<file path="src/rtl/modulo_oposto_inverso.sv">
// Converts a (W+1)-bit two's-complement operand into sign + W-bit magnitude, with a 2-entry output buffer.
// Latency: an operand accepted at edge N is on out_* right after edge N when the buffer is empty; 1 result/cycle sustained.
// Backpressure: in_ready is decoded from the registered occupancy only (low when both entries are full), never from out_ready.
//
// Ports:
//   clk, rst_n                  clock and synchronous active-low reset
//   in_valid/in_ready/in_dado   operand stream, in_dado is signed W+1 bits
//   out_valid/out_ready         result stream handshake
//   out_sinal/out_modulo/out_ovf  head entry: sign, |operand| saturated to 2^W-1, saturation flag
//   ovf_count                   saturation event counter, present only when MODULO_INVERSO_CONT_EN is defined
//
// Optional feature macro: MODULO_INVERSO_CONT_EN (adds parameter CONT_W and port ovf_count).

module modulo_oposto_inverso #(
    parameter int W = 8
`ifdef MODULO_INVERSO_CONT_EN
    ,
    parameter int CONT_W = 16
`endif
) (
    input  logic         clk,
    input  logic         rst_n,
    input  logic         in_valid,
    output logic         in_ready,
    input  logic [W:0]   in_dado,
    output logic         out_valid,
    input  logic         out_ready,
    output logic         out_sinal,
    output logic [W-1:0] out_modulo,
    output logic         out_ovf
`ifdef MODULO_INVERSO_CONT_EN
    ,
    output logic [CONT_W-1:0] ovf_count
`endif
);

    typedef struct packed {
        logic         sinal;
        logic [W-1:0] modulo;
        logic         ovf;
    } entrada_t;

    typedef enum logic [1:0] {
        VAZIO = 2'd0,
        UM    = 2'd1,
        DOIS  = 2'd2
    } estado_t;

    estado_t  estado;
    estado_t  estado_prox;
    entrada_t cabeca;
    entrada_t cabeca_prox;
    entrada_t cauda;
    entrada_t cauda_prox;
    entrada_t conv;

    logic         push;
    logic         pop;
    logic [W-1:0] negado;

    // ------------------------------------------------------------------
    // Conversion at the input. The low W bits of the two's-complement
    // negation depend only on the low W bits of the operand, so the
    // negate is done at W bits. -2^W has no positive W-bit counterpart
    // and is saturated to all ones with ovf raised.
    // ------------------------------------------------------------------
    always_comb begin
        negado      = ~in_dado[W-1:0] + {{(W-1){1'b0}}, 1'b1};
        conv.sinal  = in_dado[W];
        conv.ovf    = (in_dado == {1'b1, {W{1'b0}}});
        if (conv.ovf) begin
            conv.modulo = {W{1'b1}};
        end else if (in_dado[W]) begin
            conv.modulo = negado;
        end else begin
            conv.modulo = in_dado[W-1:0];
        end
    end

    // ------------------------------------------------------------------
    // Handshake decode. rst_n gates in_ready so nothing is accepted
    // during a reset cycle regardless of the stale state register.
    // ------------------------------------------------------------------
    assign in_ready  = rst_n && (estado != DOIS);
    assign out_valid = (estado != VAZIO);
    assign push      = in_valid && in_ready;
    assign pop       = out_valid && out_ready;

    // ------------------------------------------------------------------
    // Occupancy FSM, next state and buffer contents.
    // cabeca is always the oldest entry; cauda only holds data in DOIS.
    // ------------------------------------------------------------------
    always_comb begin
        estado_prox = estado;
        cabeca_prox = cabeca;
        cauda_prox  = cauda;
        case (estado)
            VAZIO: begin
                if (push) begin
                    cabeca_prox = conv;
                    estado_prox = UM;
                end
            end
            UM: begin
                if (push && pop) begin
                    // Head leaves while the new entry arrives: new one becomes head.
                    cabeca_prox = conv;
                end else if (push) begin
                    cauda_prox  = conv;
                    estado_prox = DOIS;
                end else if (pop) begin
                    estado_prox = VAZIO;
                end
            end
            DOIS: begin
                // in_ready is low here, so a pop is the only possible event.
                if (pop) begin
                    cabeca_prox = cauda;
                    estado_prox = UM;
                end
            end
            default: begin
                estado_prox = VAZIO;
            end
        endcase
    end

    always_ff @(posedge clk) begin
        if (!rst_n) begin
            estado <= VAZIO;
            cabeca <= '0;
            cauda  <= '0;
        end else begin
            estado <= estado_prox;
            cabeca <= cabeca_prox;
            cauda  <= cauda_prox;
        end
    end

    // Fields are forced to zero while nothing valid is held, so a
    // discarded or stale entry is never visible on the outputs.
    always_comb begin
        out_sinal  = 1'b0;
        out_modulo = '0;
        out_ovf    = 1'b0;
        if (out_valid) begin
            out_sinal  = cabeca.sinal;
            out_modulo = cabeca.modulo;
            out_ovf    = cabeca.ovf;
        end
    end

`ifdef MODULO_INVERSO_CONT_EN
    // Counts accepted saturating operands; sticks at all ones.
    always_ff @(posedge clk) begin
        if (!rst_n) begin
            ovf_count <= '0;
        end else if (push && conv.ovf && (ovf_count != {CONT_W{1'b1}})) begin
            ovf_count <= ovf_count + {{(CONT_W-1){1'b0}}, 1'b1};
        end
    end
`else
`endif

endmodule
</file>
<file path="config.mk">
export PLATFORM = sky130hd
export DESIGN_NAME = modulo_oposto_inverso
export DESIGN_NICKNAME = d
export VERILOG_FILES = /design/src/rtl/modulo_oposto_inverso.sv
export SDC_FILE = /design/constraint.sdc
export NUM_CORES = 1
export LEC_CHECK = 0
export BUFFER_PORTS_ARGS = -buffer_cell sky130_fd_sc_hd__buf_2
export CELL_PAD_IN_SITES_DETAIL_PLACEMENT = 0
export CELL_PAD_IN_SITES_GLOBAL_PLACEMENT = 1
export CORE_MARGIN = 3
export CORE_UTILIZATION = 35
export DETAILED_ROUTE_END_ITERATION = 6
export PLACE_DENSITY = 0.81
export RECOVER_POWER = 50
export SLEW_MARGIN = 20
export SYNTH_ARGS = -nofsm -noshare
export SYNTH_HDL_FRONTEND = slang
export SYNTH_SLANG_ARGS = --single-unit
</file>
<file path="constraint.sdc">
create_clock -name clk -period 1.7 [get_ports clk]
set_input_delay 0.085 -clock clk [delete_from_list [all_inputs] [get_ports clk]]
set_output_delay 0.085 -clock clk [all_outputs]
set_load 0.1 [all_outputs]
</file>
==> metrics.csv <==
metric,value,unit
outcome,completed,
track_usage,14.7,%
place.gp.congestion,0.822,
dp_hpwl,2360,um
remaining_drc_errors,0,
crit_required,1.62,ns
power_frac_comb,26.7,%
slowest_delay,0.53,ns
grt_pass1_wl,4950,um
grtUsageMet1,19.8,%
slew_violations,0,
holdPathStages,2,
p_sw,362,uW
cp_slowest_cell,dfxtp_1,
fin_util,46.0,%
ys_ff_latch,22,
relSlewSlack,64.3,%
critPathLaunch,estado[0]$_SDFFE_PN0P_,
grt_use_met2,23.9,%
top_usage_layer,met2,
finalSetupViolCount,0,
drive_gt1_share,21.2,%
cts.path.max_buffers,2,
fin_crit,1.60,ns
seqPwrFrac,51.9,%
grt_pass1_vias,1106,
worst_pin_slew,0.537,ns
r2r-start,estado[0]$_SDFFE_PN0P_,
fin_setup_tns,0,ns
crit_path_end_kind,primary output,
synthesis.nets,173,
arrival,1.51,ns
rows,20,
worstSetupPathType,reg -> out,
synth.avg_cell_area,7.81,sq um
die_y,65.6,um
overflow,0,
die_x,65.6,um
path_cells,nor2_4 > nor2b_1 > buf_2,
cts.clk_slew.worst_paths,0.12,ns
cts_setup_buffers,0,
antenna_found_initial,0,
grt_use_met3,1.03,%
fillers,350,
p_leak,0.000596,uW
cts-root-buf,clkbuf_4,
dieArea,4300,sq um
min_path_type,in -> reg,
p_clk_share,21.4,%
drt-total-wl,3020,um
cp_max_fo,11,
first_pass_iters,5,
syn_area,1240,sq um
synth_cell_types,37,
cap_violations,0,
wl_per_cell,13.2,um
dr_total_vias,1182,
max_freq,627,MHz
h-tree-depth,1,
synthDominantCellAreaShare,35.5,%
post-route-period-util,93.9,%
p_int,710,uW
ir_drop,210,uV
cts_tree,done,
skew,0.00763,ns
p_per_area,728,nW/um^2
place_area,1440,sq um
ctsHoldBuffers,0,
fin_cells,228,
post-route-cell-area,1470,sq um
drt-initial-drc-count,61,
core_area,3200,sq um
yosysWarnings,0,
io_pins,25,
hold_violations,0,
clock_latency,0.30,ns
syn_inst,159,
n_antenna_cell,0,
synth_top_area_cell,dfxtp_1,
cp-start-kind,flop,
dp.cells,225,
via_per_inst,5.18,
cts.sinks,22,
yosysSeqAreaShare,35.5,%
nets,200,
hp-start,out_ready,
io_buffers,24,
numCtsBuffers,3,
synth.area.top_cells,"dfxtp_1 35%, a21oi_1 8.1%, nor2b_1 7.6%",
syn_to_final_growth,18.7,%
initial_core_util,38.7,%
worst_slack,0.104,ns
place_ws,-0.0379,ns
r2r_cells,5,
postRouteAntennaNets,0,
grt_max_degree,15,
p_sw_share,33.8,%
==> stage by stage <==
step           total power (uW)  hold slack (ns)
2_1_floorplan               776            0.162
3_3_place_gp                845            0.338
3_5_place_dp                851            0.359
4_1_cts                    1080           0.0282
5_1_grt                    1120           0.0308
6_report                   1070           0.0323
==> synthesized netlist by cell type (all sizes together) <==
master	number
dfxtp	22
a21oi	20
nand2	18
nor2b	15
o21ai	12
nor2	10
clkbuf	7
inv	5
nor3	5
a311oi	4
o31ai	4
a22o	3
nand2b	3
nand3	3
a21o	2
and3b	2
buf	2
mux2i	2
nor3b	2
xor2	2
a21boi	1
a31oi	1
ha	1
nand3b	1
nor4	1
o211ai	1
o221ai	1
o22a	1
o22ai	1
o41a	1
o41ai	1
or3	1
or3b	1
or4	1
or4bb	1
xnor2	1
==> repair_timing <==
action	in CTS	in global routing
hold endpoints to repair	0	0
endpoints found under the setup margin	11	13
gates resized for setup	1	6
pin swaps	0	0
==> layout by cell type (no fill, tap or decap), types with 2 or more instances in the layout <==
master / instances
nor2_1: 8
nor3_1: 5
a22o_1: 3
a21o_1: 2
dfxtp_1: 21
clkbuf_4: 7
buf_4: 6
and3b_1: 2
nor3b_1: 2
o31ai_1: 4
a21oi_1: 20
nand2b_1: 3
buf_2: 19
mux2i_1: 2
nand2_1: 18
a311oi_1: 4
nor2b_1: 15
nand3_1: 3
o21ai_0: 12
inv_1: 5
xor2_1: 2
==> registers in the layout (all words and copies together), names as in the netlist <==
| name | cells |
|---|---|
| cabeca | 10 |
| cauda | 10 |
| estado | 2 |
==> cell type report <==
cell class	count	area [sq um]	area share (%)
Tap cell	44	55.1	3.74
Multi-Input combinational cell	123	757	51.4
Timing Repair Buffer	31	179	12.1
Inverter	5	18.8	1.27
Clock buffer	3	22.5	1.53
Sequential cell	22	442	30.0
==> path summary, 6_finish.rpt <==
| path | endpoint | slack, ns |
|---|---|---|
| hold / removal | estado[1]$_SDFFE_PN0P_ | 0.03 |
| hold reg to reg | cabeca[2]$_SDFFE_PN0P_ | 0.45 |
| setup / recovery | out_modulo[3] | 0.10 |
| setup reg to reg | cabeca[5]$_SDFFE_PN0P_ | 0.17 |
==> power groups by stage <==
stage | clock network (uW) | logic, uW | registers, uW
3_3_place_gp | 0 | 279 | 566
4_1_cts | 235 | 285 | 556
5_1_grt | 251 | 313 | 560
3_5_place_dp | 0 | 284 | 567
6_report | 229 | 286 | 557
2_1_floorplan | 0 | 217 | 558
==> worst max-delay path: cells and delay by family, from the launching register on <==
family	cells	cell delay [ns]
buffers and inverters	1	0.43
AND/OR/NAND/NOR	2	0.25
flip-flops	1	0.53
==> layer usage <==
metal,vias up,routed length [um],part of all wire (%)
met5,-,0,0
met1,533,1460,48
li1,620,-,-
met4,0,43,1.4
met3,2,122,4.0
met2,27,1400,46
==> cell families after synthesis <==
family | after synthesis | synth area share [%]
mux | 2 | 1.61
fa+ha+maj | 1 | 1.01
simple gates | 64 | 28.7
compound gates | 53 | 26.7
buf+inv | 14 | 4.33
flops | 22 | 35.5
xor+xnor | 3 | 2.12
(Power assumes the default switching activity.)
